<file path="config.mk">
export PLATFORM = sky130hd
export DESIGN_NAME = scale_ratio_calc
export DESIGN_NICKNAME = d
export VERILOG_FILES = /design/src/rtl/scale_ratio_calc.sv
export SDC_FILE = /design/constraint.sdc
export NUM_CORES = 1
export LEC_CHECK = 0
export ABC_CLOCK_PERIOD_IN_PS = 6690
export BUFFER_PORTS_ARGS = -buffer_cell sky130_fd_sc_hd__buf_2
export CAP_MARGIN = 20
export CORE_MARGIN = 5
export CORE_UTILIZATION = 52
export DETAILED_ROUTE_END_ITERATION = 8
export PLACE_DENSITY = 0.73
export SYNTH_ARGS = -nofsm -noshare
export SYNTH_HDL_FRONTEND = slang
export SYNTH_SLANG_ARGS = --single-unit
</file>
<file path="constraint.sdc">
create_clock -name clk_in1 -period 6.69 [get_ports clk_in1]
set_input_delay 2.007 -clock clk_in1 [delete_from_list [all_inputs] [get_ports clk_in1]]
set_output_delay 2.007 -clock clk_in1 [all_outputs]
set_load 0.05 [all_outputs]
</file>
<file path="src/rtl/scale_ratio_calc.sv">
// Computes Q0.16 step ratios src/dst for the nearest-neighbour scaler with one shared restoring divider.
// Latency: 56 cycles from a size change seen in IDLE to new outputs (27 cycles per axis + commit), when vsync is low.
// Backpressure: results wait in S_COMMIT while per_img_vsync is high; size changes arriving while busy are picked up afterwards.
module scale_ratio_calc #(
  parameter int SIZE_W = 11,
  parameter int FRAC_W = 16
) (
  input  logic              clk_in1,
  input  logic              rst_n,
  input  logic [SIZE_W-1:0] src_img_width,
  input  logic [SIZE_W-1:0] src_img_height,
  input  logic [SIZE_W-1:0] dst_img_width,
  input  logic [SIZE_W-1:0] dst_img_height,
  input  logic              per_img_vsync,
  output logic [FRAC_W-1:0] x_radio,
  output logic [FRAC_W-1:0] y_radio,
  output logic              ratio_valid,
  output logic              busy,
  output logic              div_err
);

  // Dividend is {src, FRAC_W zeros}; one quotient bit is produced per cycle.
  localparam int DIV_W = SIZE_W + FRAC_W;
  localparam int IDX_W = $clog2(DIV_W);
  localparam logic [IDX_W-1:0]  IDX_TOP = IDX_W'(DIV_W - 1);
  localparam logic [FRAC_W-1:0] RATIO_SAT = '1;

  typedef enum logic [1:0] {
    S_IDLE,
    S_DIV_X,
    S_DIV_Y,
    S_COMMIT
  } state_t;

  state_t state_q;

  // Snapshot of the sizes the current/last computation was started from.
  logic [SIZE_W-1:0] snap_src_w;
  logic [SIZE_W-1:0] snap_src_h;
  logic [SIZE_W-1:0] snap_dst_w;
  logic [SIZE_W-1:0] snap_dst_h;
  logic              snap_vld;

  // Shared divider datapath.
  logic [DIV_W-1:0]  dvd_q;
  logic [SIZE_W-1:0] dvs_q;
  logic [SIZE_W:0]   rem_q;
  logic [DIV_W-1:0]  quo_q;
  logic [IDX_W-1:0]  idx_q;

  logic [SIZE_W:0]   rem_shift;
  logic [SIZE_W:0]   rem_next;
  logic [DIV_W-1:0]  quo_next;

  // Per-axis results held until the commit window opens.
  logic [FRAC_W-1:0] x_res_q;
  logic [FRAC_W-1:0] y_res_q;
  logic              err_x_q;
  logic              err_y_q;

  logic              size_change;
  logic              trigger;
  logic              last_bit;

  // Zero divisor or an integer part in the quotient both clamp to the largest ratio.
  function automatic logic [FRAC_W-1:0] axis_result(
    input logic [SIZE_W-1:0] dvs,
    input logic [DIV_W-1:0]  quo
  );
    if (dvs == '0 || quo[DIV_W-1:FRAC_W] != '0) begin
      return RATIO_SAT;
    end
    return quo[FRAC_W-1:0];
  endfunction

  // Detect a new request: nothing latched yet, or any size differs from the snapshot.
  always_comb begin
    size_change = (src_img_width  != snap_src_w) ||
                  (src_img_height != snap_src_h) ||
                  (dst_img_width  != snap_dst_w) ||
                  (dst_img_height != snap_dst_h);
    trigger     = !snap_vld || size_change;
    last_bit    = (idx_q == '0);
  end

  // One restoring-division step: shift in the next dividend bit, subtract if it fits.
  always_comb begin
    rem_shift = {rem_q[SIZE_W-1:0], dvd_q[idx_q]};
    rem_next  = rem_shift;
    quo_next  = quo_q;
    if (rem_shift >= {1'b0, dvs_q}) begin
      rem_next        = rem_shift - {1'b0, dvs_q};
      quo_next[idx_q] = 1'b1;
    end else begin
      quo_next[idx_q] = 1'b0;
    end
  end

  // Control FSM with divider registers and registered outputs.
  always_ff @(posedge clk_in1) begin
    if (!rst_n) begin
      state_q     <= S_IDLE;
      snap_src_w  <= '0;
      snap_src_h  <= '0;
      snap_dst_w  <= '0;
      snap_dst_h  <= '0;
      snap_vld    <= 1'b0;
      dvd_q       <= '0;
      dvs_q       <= '0;
      rem_q       <= '0;
      quo_q       <= '0;
      idx_q       <= '0;
      x_res_q     <= '0;
      y_res_q     <= '0;
      err_x_q     <= 1'b0;
      err_y_q     <= 1'b0;
      x_radio     <= '0;
      y_radio     <= '0;
      ratio_valid <= 1'b0;
      busy        <= 1'b0;
      div_err     <= 1'b0;
    end else begin
      case (state_q)
        S_IDLE: begin
          if (trigger) begin
            snap_src_w <= src_img_width;
            snap_src_h <= src_img_height;
            snap_dst_w <= dst_img_width;
            snap_dst_h <= dst_img_height;
            snap_vld   <= 1'b1;
            dvd_q      <= {src_img_width, {FRAC_W{1'b0}}};
            dvs_q      <= dst_img_width;
            rem_q      <= '0;
            quo_q      <= '0;
            idx_q      <= IDX_TOP;
            busy       <= 1'b1;
            state_q    <= S_DIV_X;
          end
        end

        S_DIV_X: begin
          rem_q <= rem_next;
          quo_q <= quo_next;
          idx_q <= idx_q - IDX_W'(1);
          if (last_bit) begin
            x_res_q <= axis_result(dvs_q, quo_next);
            err_x_q <= (dvs_q == '0);
            // Vertical axis comes from the snapshot so late input changes cannot mix in.
            dvd_q   <= {snap_src_h, {FRAC_W{1'b0}}};
            dvs_q   <= snap_dst_h;
            rem_q   <= '0;
            quo_q   <= '0;
            idx_q   <= IDX_TOP;
            state_q <= S_DIV_Y;
          end
        end

        S_DIV_Y: begin
          rem_q <= rem_next;
          quo_q <= quo_next;
          idx_q <= idx_q - IDX_W'(1);
          if (last_bit) begin
            y_res_q <= axis_result(dvs_q, quo_next);
            err_y_q <= (dvs_q == '0);
            state_q <= S_COMMIT;
          end
        end

        S_COMMIT: begin
          // Hold the pair until vertical blanking so a frame never sees mixed ratios.
          if (!per_img_vsync) begin
            x_radio     <= x_res_q;
            y_radio     <= y_res_q;
            div_err     <= err_x_q | err_y_q;
            ratio_valid <= 1'b1;
            busy        <= 1'b0;
            state_q     <= S_IDLE;
          end
        end

        default: begin
          busy    <= 1'b0;
          state_q <= S_IDLE;
        end
      endcase
    end
  end

endmodule
</file>
After elaboration in Yosys (flattened, before gate mapping)
Cells that the tools add are included.
{"block": "totals", "reg_bits": 197, "input_bits": 47, "output_inout_bits": 35}
{"block": "op_classes", "add_sub_neg": 2, "n_lt_le_gt_ge": 3, "n_eq_ne": 11, "muxes": 38, "bitwise": 5, "reduce_logical": 22}
{"operator": "27-bit 2-to-1 mux", "count": 5}
{"operator": "27-bit case mux with 3 select lines", "count": 1}
{"operator": "11-bit 2-to-1 mux", "count": 5}
{"operator": "27-bit case mux with 2 select lines", "count": 1}
{"operator": "16-bit 2-to-1 mux", "count": 3}
{"operator": "11-bit inequality test", "count": 4}
{"operator": "11-bit case mux with 3 select lines", "count": 1}
{"operator": "27-bit bitwise AND", "count": 1}
{"operator": "27-bit NOT", "count": 1}
{"operator": "27-bit bitwise OR", "count": 1}
{"operator": "11-bit case mux with 2 select lines", "count": 1}
{"operator": "5-bit case mux with 3 select lines", "count": 1}
{"operator": "12-bit by 11-bit greater-or-equal comparator with 1-bit output", "count": 1}
{"operator": "11-bit zero test", "count": 1}
{"operator": "11-bit nonzero test", "count": 1}
{"operator": "11-bit subtractor", "count": 1}
{"operator": "1-bit 2-to-1 mux", "count": 10}
{"operator": "5-bit 2-to-1 mux", "count": 2}
{"operator": "2-bit AND reduction", "count": 5}
{"operator": "2-bit 2-to-1 mux", "count": 4}
{"operator": "2-bit inequality test, second input constant", "count": 4}
{"operator": "2-bit case mux with 4 select lines", "count": 1}
{"operator": "5-bit by 6-bit < comparator with 1-bit output, second input constant", "count": 1}
{"operator": "3-bit AND reduction", "count": 2}
{"operator": "17 further kinds", "count": 23}

Longest topological paths before layout
Gate-level depths: netlist of the first run.
{"block": "depth", "ltp_word": 14, "depth_mapped": 15, "mapped_depth_nobuf": 13}

Least setup slack after synthesis of the first run
Ideal clock, no wire load.
{"block": "synth_path", "path_kind": "input-to-reg", "start": "input src_img_height[5]", "end": "register snap_src_w[0]", "setup_time_ps": 128, "t_arrival_ps": 3827, "setup_slack_ps": 2736, "path_stages": 9, "cell_sequence": "xnor2_1 o221ai_1 or4_4 nor4_4 nand2b_1 buf_6 buf_8 mux2i_1 nor2_1"}
{"block": "synth_between", "elab_chain_cells": 6}
{"element": "from (decl)", "line": "11", "source": "input logic [SIZE_W-1:0] src_img_height,"}
{"element": "11-bit inequality test", "line": "79", "source": "(src_img_height != snap_src_h) ||"}
{"element": "1-bit logical OR", "line": "78", "source": "size_change = (src_img_width != snap_src_w) ||"}
{"element": "1-bit logical OR", "line": "79"}
{"element": "1-bit logical OR", "line": "80", "source": "(dst_img_width != snap_dst_w) ||"}
{"element": "1-bit logical OR", "line": "82", "source": "trigger = !snap_vld || size_change;"}
{"element": "2-bit AND reduction (no source line)"}
{"element": "to (signal assigned)", "line": "126", "source": "snap_src_w <= src_img_width;"}
{"element": "to (decl)", "line": "38", "source": "logic [SIZE_W-1:0] snap_src_w;"}
No other way between the ends.
A chain may end at the register's enable or synchronous reset.

Worst setup path after layout of the first run
{"block": "layout_path", "start": "input src_img_height[5]", "end": "register quo_q[3]"}
{"block": "layout_between", "elab_chain_cells": 7}
{"element": "11-bit inequality test", "line": "79"}
{"element": "1-bit logical OR", "line": "78"}
{"element": "1-bit logical OR", "line": "79"}
{"element": "1-bit logical OR", "line": "80"}
{"element": "1-bit logical OR", "line": "82"}
{"element": "2-bit inequality test (no source line)"}
{"element": "2-bit AND reduction (no source line)"}
{"element": "to (signal assigned)", "line": "143", "source": "quo_q <= quo_next;"}
{"element": "to (signal assigned)", "line": "160", "source": "quo_q <= quo_next;"}
{"element": "to (decl)", "line": "48", "source": "logic [DIV_W-1:0] quo_q;"}
No other way between the ends.

==> results of run 1 <==
-- where the power goes --
part / internal [W] / switching (W) / total [W] / leakage (nW)
clock network: 0.000566 / 0.000438 / 0.00100 / 0.284
logic: 0.000672 / 0.00103 / 0.00170 / 2.20
registers: 0.00128 / 0.000166 / 0.00145 / 1.47
total: 0.00252 / 0.00163 / 0.00415 / 3.96
-- cell usage after synthesis (all sizes together) (12+ instances only) --
cell type,number,area (um2)
dfxtp,180,3600
nand2,126,473
nor2,98,368
mux2i,73,731
a21oi,62,310
clkbuf,50,188
xor2,44,385
o21ai,42,210
a41oi,26,228
nand3,24,120
a211oi,23,173
buf,23,203
inv,23,86.3
ha,21,263
a21o,20,150
a21boi,14,105
nor4,12,96.3
-- critical path: cells and delay by family --
family | cells | cell delay (ns)
buffers and inverters | 2 | 0.41
and+or+nand+nor | 3 | 1.84
AOI/OAI and AO/OA | 3 | 0.61
xor gates and xnor gates | 1 | 0.17
-- kinds of logic after synthesis --
kind of cell | after synthesis | synth area share, %
adder cells (fa/ha/maj) | 22 | 3.31
multiplexers | 75 | 9.07
buffers and inverters | 97 | 5.62
flip-flops | 180 | 42.1
AO/OA/AOI/OAI | 242 | 18.8
AND/OR/NAND/NOR | 310 | 16.1
XOR/XNOR | 49 | 5.02
-- worst max path at each step --
stage,to,slack (ns),cells after the start
2_1_floorplan,snap_src_w[0]$_SDFFE_PN0P_,2.74,9
3_3_place_gp,quo_q[3]$_SDFFE_PN0P_,1.65,9
3_5_place_dp,quo_q[3]$_SDFFE_PN0P_,1.61,9
4_1_cts,snap_src_h[1]$_SDFFE_PN0P_,2.04,9
5_1_grt,quo_q[3]$_SDFFE_PN0P_,1.86,9
6_report,quo_q[3]$_SDFFE_PN0P_,2.01,9
-- through the flow --
stage          area [um2]  cells
2_1_floorplan        8560    975
3_3_place_gp         8960   1211
3_5_place_dp         8960   1211
4_1_cts              9550   1243
5_1_grt              9580   1244
6_report             9580   1244
-- layout make-up --
cell class                 count  area (um2)
clock buffer                  19         443
multi-input combinational    698        4500
clock inverter                13         146
timing repair buffer          94         520
sequential                   180        3600
inverter                      24        91.3
tap                          216         270
fill                        1467        6420
-- state kept, by name, summed over array words and instances (netlist names) --
name         cells
div_err          1
x_radio         16
snap_src_w      11
snap_src_h      11
state_q          2
dvs_q           11
snap_dst_h      11
err_y_q          1
idx_q            5
busy             1
snap_vld         1
y_radio         16
ratio_valid      1
snap_dst_w      11
dvd_q           11
err_x_q          1
rem_q           11
quo_q           26
y_res_q         16
x_res_q         16
-- metal layers --
metal	track usage, %	share of wire (%)	vias to the layer above
met5	0	0	-
met4	5.56	1.2	0
met3	4.31	5.2	21
met2	31.4	45	192
met1	29.7	49	3320
li1	-	-	3536
==> impl_summary.txt, run 1 <==
----------------------------------------------------
[Outcome]
  Run status ... finished, final reports clean

[Placed design]
  Post-Place Worst Slack ... 1.61 ns
  Number of port buffers ... 81
  GP Congestion ... 0.842
  Dpl hpwl ... about 13,000 um

[Layout]
  Post-Route Utilization ... about three fifths
  Growth of design area from synthesis to finish ... 11.9%
  Leading cell types in the layout, fill and taps excluded ... 180 x dfxtp_1, 126 x nand2_1, 98 x nor2_1
  Ant diodes ... 0
  Most common cell after layout, fill and taps aside ... dfxtp_1
  Layout cells sized above 1 ... between 10% and 20%
  Final net count ... about 1,100

[Floorplanning]
  Standard cell core area ... between 0.015 and 0.02 mm2
  Die boundary height ... between 100 and 150 um
  Die W ... about 140 um
  Boundary Pins ... 82
  # rows ... 46
  Die area ... about 0.019 mm2
  Starting density of the core ... between 50% and 60%

[Logic synthesis]
  Yosys Warn Count ... 0
  Most used flip-flop cell after synthesis ... dfxtp_1
  Post-synthesis area per instance ... 8.78 um2
  Sequential area share after synthesis ... between 40% and 50%
  Share of flip-flops with an asynchronous set or reset ... 0%
  Area of the mapped netlist ... approximately 0.0086 mm2
  Cell variety after synth ... ~60
  Synthesis-stage register bit count ... between 150 and 200
  Post-Syn Nets ... around 1,000
  Post-synthesis instance total ... 975
  Count of flip-flops with a built-in enable after synthesis ... 0

[Clock tree]
  TritonCTS Buffers ... 17
  Clock transition at path regs ... around 0.070 ns
  Maximum number of buffers from clock root to sink ... 2
  H-tree depth reported by CTS ... 4
  Cell at the root of the clock tree ... clkbuf_16
  Quantity of gates resized following cts ... 0
  Postcts setup bufs ... 0
  Hold_buf cts ... 0
  Total clock sinks ... 180
  Source-to-sink clock delay at the later pin of the worst-skew pair ... between 0.4 and 0.5 ns
  CTS tree ... done

[Critical path]
  Sort of element at the start of the critical path ... input pin
  Cell Chain, Critical Path ... buf_2, xnor2_1, o221ai_1, or4_4, nor4_4, a21o_1, buf_4, and2_1, a221o_1
  R2R Setup Slk ... roughly 2.7 ns
  Required time of the critical path ... slightly above 7 ns
  Highest cell delay on the worst timing path ... between 0.7 and 0.8 ns
  Crit Reg-Reg Startpoint ... idx_q[0]$_SDFFE_PN0P_
  CP Capture Type ... register
  Capture point of the worst reg-to-reg path ... y_res_q[15]$_SDFFE_PN0P_
  Critical path data arrival time ... about 5.1 ns
  Depth of the most critical reg-to-reg path ... 14
  Critical Path Slowest Stage Cell ... and2_1
  Critical path class ... input pin to register
  Critical path peak fanout ... 29
  Critical Path Start ... src_img_height[5]

[Timing]
  Number of failing hold endpoints at the final stage ... 0
  Slew at the pin with the worst max-slew slack ... between 1 and 1.5 ns
  Max_slew headroom ... between 20% and 30%
  Share of the clock period used by the worst path after layout ... 69.9%
  Worst clock skew on the final layout ... just under 0.009 ns
  Unrepaired setup endpoints after global routing ... false
  Final setup vio count ... 0
  Setup Total Neg Slack ... 0 ns
  Final Max Slew Viols ... 0
  Time the worst path needs with I/O delays and setup ... approximately 4.7 ns
  F_max ... between 200 and 250 MHz
  Worst hold slack ... 0.451 ns
  Slack of the critical path ... roughly 2 ns

[Global route]
  Maximum number of pins on one net before global-route repair ... just under 80
  Number of antenna violations at the first check in global routing ... 0
  GR Util All Layers ... 20.6%
  Final global-route overflow total ... 0
  Wire length of the first global-routing pass ... between 30,000 and 40,000 um
  Vias in the first global route ... 6,529

[Flow run]
  Number of max-capacitance violations reported ... 0

[Min path]
  Type of the worst min-delay path ... register to register
  WHS Path Cells ... 2
  Hold wc startpoint ... x_radio[8]$_SDFFE_PN0P_
  Worst hold endpoint ... x_radio[8]$_SDFFE_PN0P_

[Power and ir drop]
  IR Drop Worst-Case VDD ... 0.254 mV
  Power per Cell Area ... between 400 and 500 mW/mm2
  Leakage component of the power ... 3.96 nW
  Final total power ... around 0.0042 W

[Routing]
  Vias ... about 7,000
  Average vias per placed instance ... between 5 and 6
  Iteration-0 DRC count of the detailed router ... 550
  Routed wire length per instance ... 16.0 um
  Routed WL ... 19,900 um
  Antenna viol nets, final ... 0
  DR pass1 iterations ... 5
  Residual DRC ... 0

----------------------------------------------------
Power figures use the tool's default switching activity.
==> inputs of run 2 (changes only) <==
--- a/config.mk
+++ b/config.mk
@@ -5,13 +5,13 @@
 export SDC_FILE = /design/constraint.sdc
 export NUM_CORES = 1
 export LEC_CHECK = 0
-export ABC_CLOCK_PERIOD_IN_PS = 6690
+export ABC_CLOCK_PERIOD_IN_PS = 4100
 export BUFFER_PORTS_ARGS = -buffer_cell sky130_fd_sc_hd__buf_2
 export CAP_MARGIN = 20
 export CORE_MARGIN = 5
 export CORE_UTILIZATION = 52
 export DETAILED_ROUTE_END_ITERATION = 8
-export PLACE_DENSITY = 0.73
+export PLACE_DENSITY = 0.76
 export SYNTH_ARGS = -nofsm -noshare
 export SYNTH_HDL_FRONTEND = slang
 export SYNTH_SLANG_ARGS = --single-unit
==> constraint.sdc (replaced) <==
create_clock -name clk_in1 -period 4.1 [get_ports clk_in1]
set_input_delay 1.23 -clock clk_in1 [delete_from_list [all_inputs] [get_ports clk_in1]]
set_output_delay 1.23 -clock clk_in1 [all_outputs]
set_load 0.05 [all_outputs]
==> impl_summary.txt, run 2 (synthesized netlist as in run 1, its figures left out) <==
----------------------------------------------------
[Floorplanning]
  Die boundary height ... 138 um (unchanged)
  Standard cell core area ... 0.0160 mm2 (unchanged)
  Starting density of the core ... 53.5% (unchanged)
  Die area ... 0.0191 mm2 (unchanged)
  Die W ... 138 um (unchanged)
  Boundary Pins ... 82 (unchanged)
  # rows ... 46 (unchanged)

[Layout]
  Register containing the most flip-flops in the final layout ... quo_q
  Number of flip-flops in the largest register ... 26 (unchanged)
  Most common cell after layout, fill and taps aside ... dfxtp_1
  Non-filler instance count after layout ... 1,252 (+0.64%)
  Leading cell types in the layout, fill and taps excluded ... 180 x dfxtp_1, 126 x nand2_1, 98 x nor2_1
  Final net count ... 1,092 (+0.74%)
  Layout cells sized above 1 ... 14.3% (+0.76 points)
  Final non-filler cell area ... 0.00964 mm2 (+0.64%)
  Post-Route Utilization ... 60.2% (+0.38 points)
  Ant diodes ... 0 (unchanged)
  Filler instances ... 1,400 (-4.6%)
  Growth of design area from synthesis to finish ... 12.6%

[Power and ir drop]
  Leakage component of the power ... 3.99 nW (+0.85%)
  IR Drop Worst-Case VDD ... 0.411 mV (+62%)
  Power per Cell Area ... 711 mW/mm2 (+64%)
  Final total power ... 0.00686 W (+65%)

[Routing]
  DR pass1 iterations ... 7 (+2)
  Routed WL ... 20,600 um (+3.4%)
  Vias ... 7,126 (+0.81%)
  Antenna viol nets, final ... 0 (unchanged)
  Iteration-0 DRC count of the detailed router ... 592 (+7.6%)
  Residual DRC ... 0 (unchanged)
  Average vias per placed instance ... 5.69 (+0.16%)
  Routed wire length per instance ... 16.5 um (+2.8%)

[Global route]
  Final global-route overflow total ... 0 (unchanged)
  Maximum number of pins on one net before global-route repair ... 77 (-1.3%)
  Wire length of the first global-routing pass ... 34,000 um (+2.7%)
  Vias in the first global route ... 6,612 (+1.3%)
  GR Util All Layers ... 21.1% (+0.54 points)
  Number of antenna violations at the first check in global routing ... 0 (unchanged)

[Timing]
  Unrepaired setup endpoints after global routing ... false
  Setup Total Neg Slack ... 0 ns (unchanged)
  Slew at the pin with the worst max-slew slack ... 1.05 ns (-0.0381 ns)
  Max_slew headroom ... 30.2% (+2.5 points)
  Time the worst path needs with I/O delays and setup ... about 3.8 ns
  Final Max Slew Viols ... 0 (unchanged)
  Worst clock skew on the final layout ... 0.0107 ns (+0.00184 ns)
  F_max ... about 270 MHz
  Share of the clock period used by the worst path after layout ... between 90% and 100%
  Final setup vio count ... 0 (unchanged)
  Number of failing hold endpoints at the final stage ... 0 (unchanged)

[Critical path]
  Critical path data arrival time ... 4.01 ns (-1.05 ns)
  Sort of element at the start of the critical path ... register
  Cell Chain, Critical Path ... mux4_2, o211a_1, a21oi_1, ha_1, inv_1, fa_1, a31oi_1, a31oi_1, a21oi_1, nor2_1, nor4_4, buf_4, a41oi_1
  Required time of the critical path ... 4.36 ns (-2.71 ns)
  Highest cell delay on the worst timing path ... 0.52 ns (-0.26 ns)
  Critical path peak fanout ... 32 (+10%)
  Critical Path Slowest Stage Cell ... mux4_2
  Critical path class ... register to register
  CP Capture Type ... register

[Clock tree]
  H-tree depth reported by CTS ... 4 (unchanged)
  Total clock sinks ... 180 (unchanged)
  Quantity of gates resized following cts ... 0 (unchanged)
  Source-to-sink clock delay at the later pin of the worst-skew pair ... 0.43 ns (about the same)
  TritonCTS Buffers ... 17 (unchanged)
  Clock transition at path regs ... 0.07 ns (about the same)
  Hold_buf cts ... 0 (unchanged)
  Cell at the root of the clock tree ... clkbuf_16
  CTS tree ... done
  Maximum number of buffers from clock root to sink ... 2 (unchanged)
  Postcts setup bufs ... 0 (unchanged)

[Placed design]
  Placed cell areas ... 0.00903 mm2 (+0.81%)
  Number of placed instances, taps included ... 1,219 (+0.66%)
  Dpl hpwl ... 13,900 um (+3.7%)
  Number of port buffers ... 81 (unchanged)
  GP Congestion ... 0.878 (+4.3%)

[Outcome]
  Run status ... finished, final reports clean

[Min path]
  Type of the worst min-delay path ... register to register

[Flow run]
  Number of max-capacitance violations reported ... 0 (unchanged)

----------------------------------------------------
[run 2: area by class of cell]
type	count	area, um2	area share [%]
Multi-Input combinational cell	698	4500	46.7
Sequential cell	180	3600	37.4
Timing Repair Buffer	102	579	6.01
Clock buffer	17	425	4.41
Tap cell	216	270	2.80
Clock inverter	15	166	1.73
Inverter	24	91.3	0.948
[run 2: path summary, 6_finish.rpt]
| kind | endpoint | startpoint | cells past startpoint | slack (ns) |
|---|---|---|---|---|
| worst max-delay path | y_res_q[14]$_SDFFE_PN0P_ | idx_q[0]$_SDFFE_PN0P_ | 13 | 0.34 |
| worst min register to register | x_radio[6]$_SDFFE_PN0P_ | x_radio[6]$_SDFFE_PN0P_ | 2 | 0.45 |
| worst max register to register | y_res_q[14]$_SDFFE_PN0P_ | idx_q[0]$_SDFFE_PN0P_ | 13 | 0.34 |
| worst min-delay path | x_radio[6]$_SDFFE_PN0P_ | x_radio[6]$_SDFFE_PN0P_ | 2 | 0.45 |
[run 2: routing by layer]
metal / global-route usage [%] / wire, um
met3: 3.97 / 1240
met5: 0 / 0
met4: 4.94 / 237
met2: 32.8 / 9380
met1: 30.6 / 9760
[run 2: critical path, delay by kind of cell, from the launching register on]
family	cells	cell delay (ns)
compound gates	6	1.34
fa+ha+maj	2	0.62
buf+inv	2	0.44
flops	1	0.39
mux	1	0.52
simple gates	2	0.26
[run 2: report_power, final]
group          total (W)  internal (W)  switching [W]
logic            0.00287       0.00113        0.00173
registers        0.00237       0.00209       0.000281
clock network    0.00162      0.000864       0.000756
total            0.00686       0.00409        0.00277
[run 2: stage by stage]
step,setup WS [ns],hold WS (ns)
after global routing,0.0351,0.470
after detailed placement,0.341,0.439
after global placement,0.362,0.432
after CTS,0.413,0.454
final,0.343,0.451
after floorplan,0.658,0.425
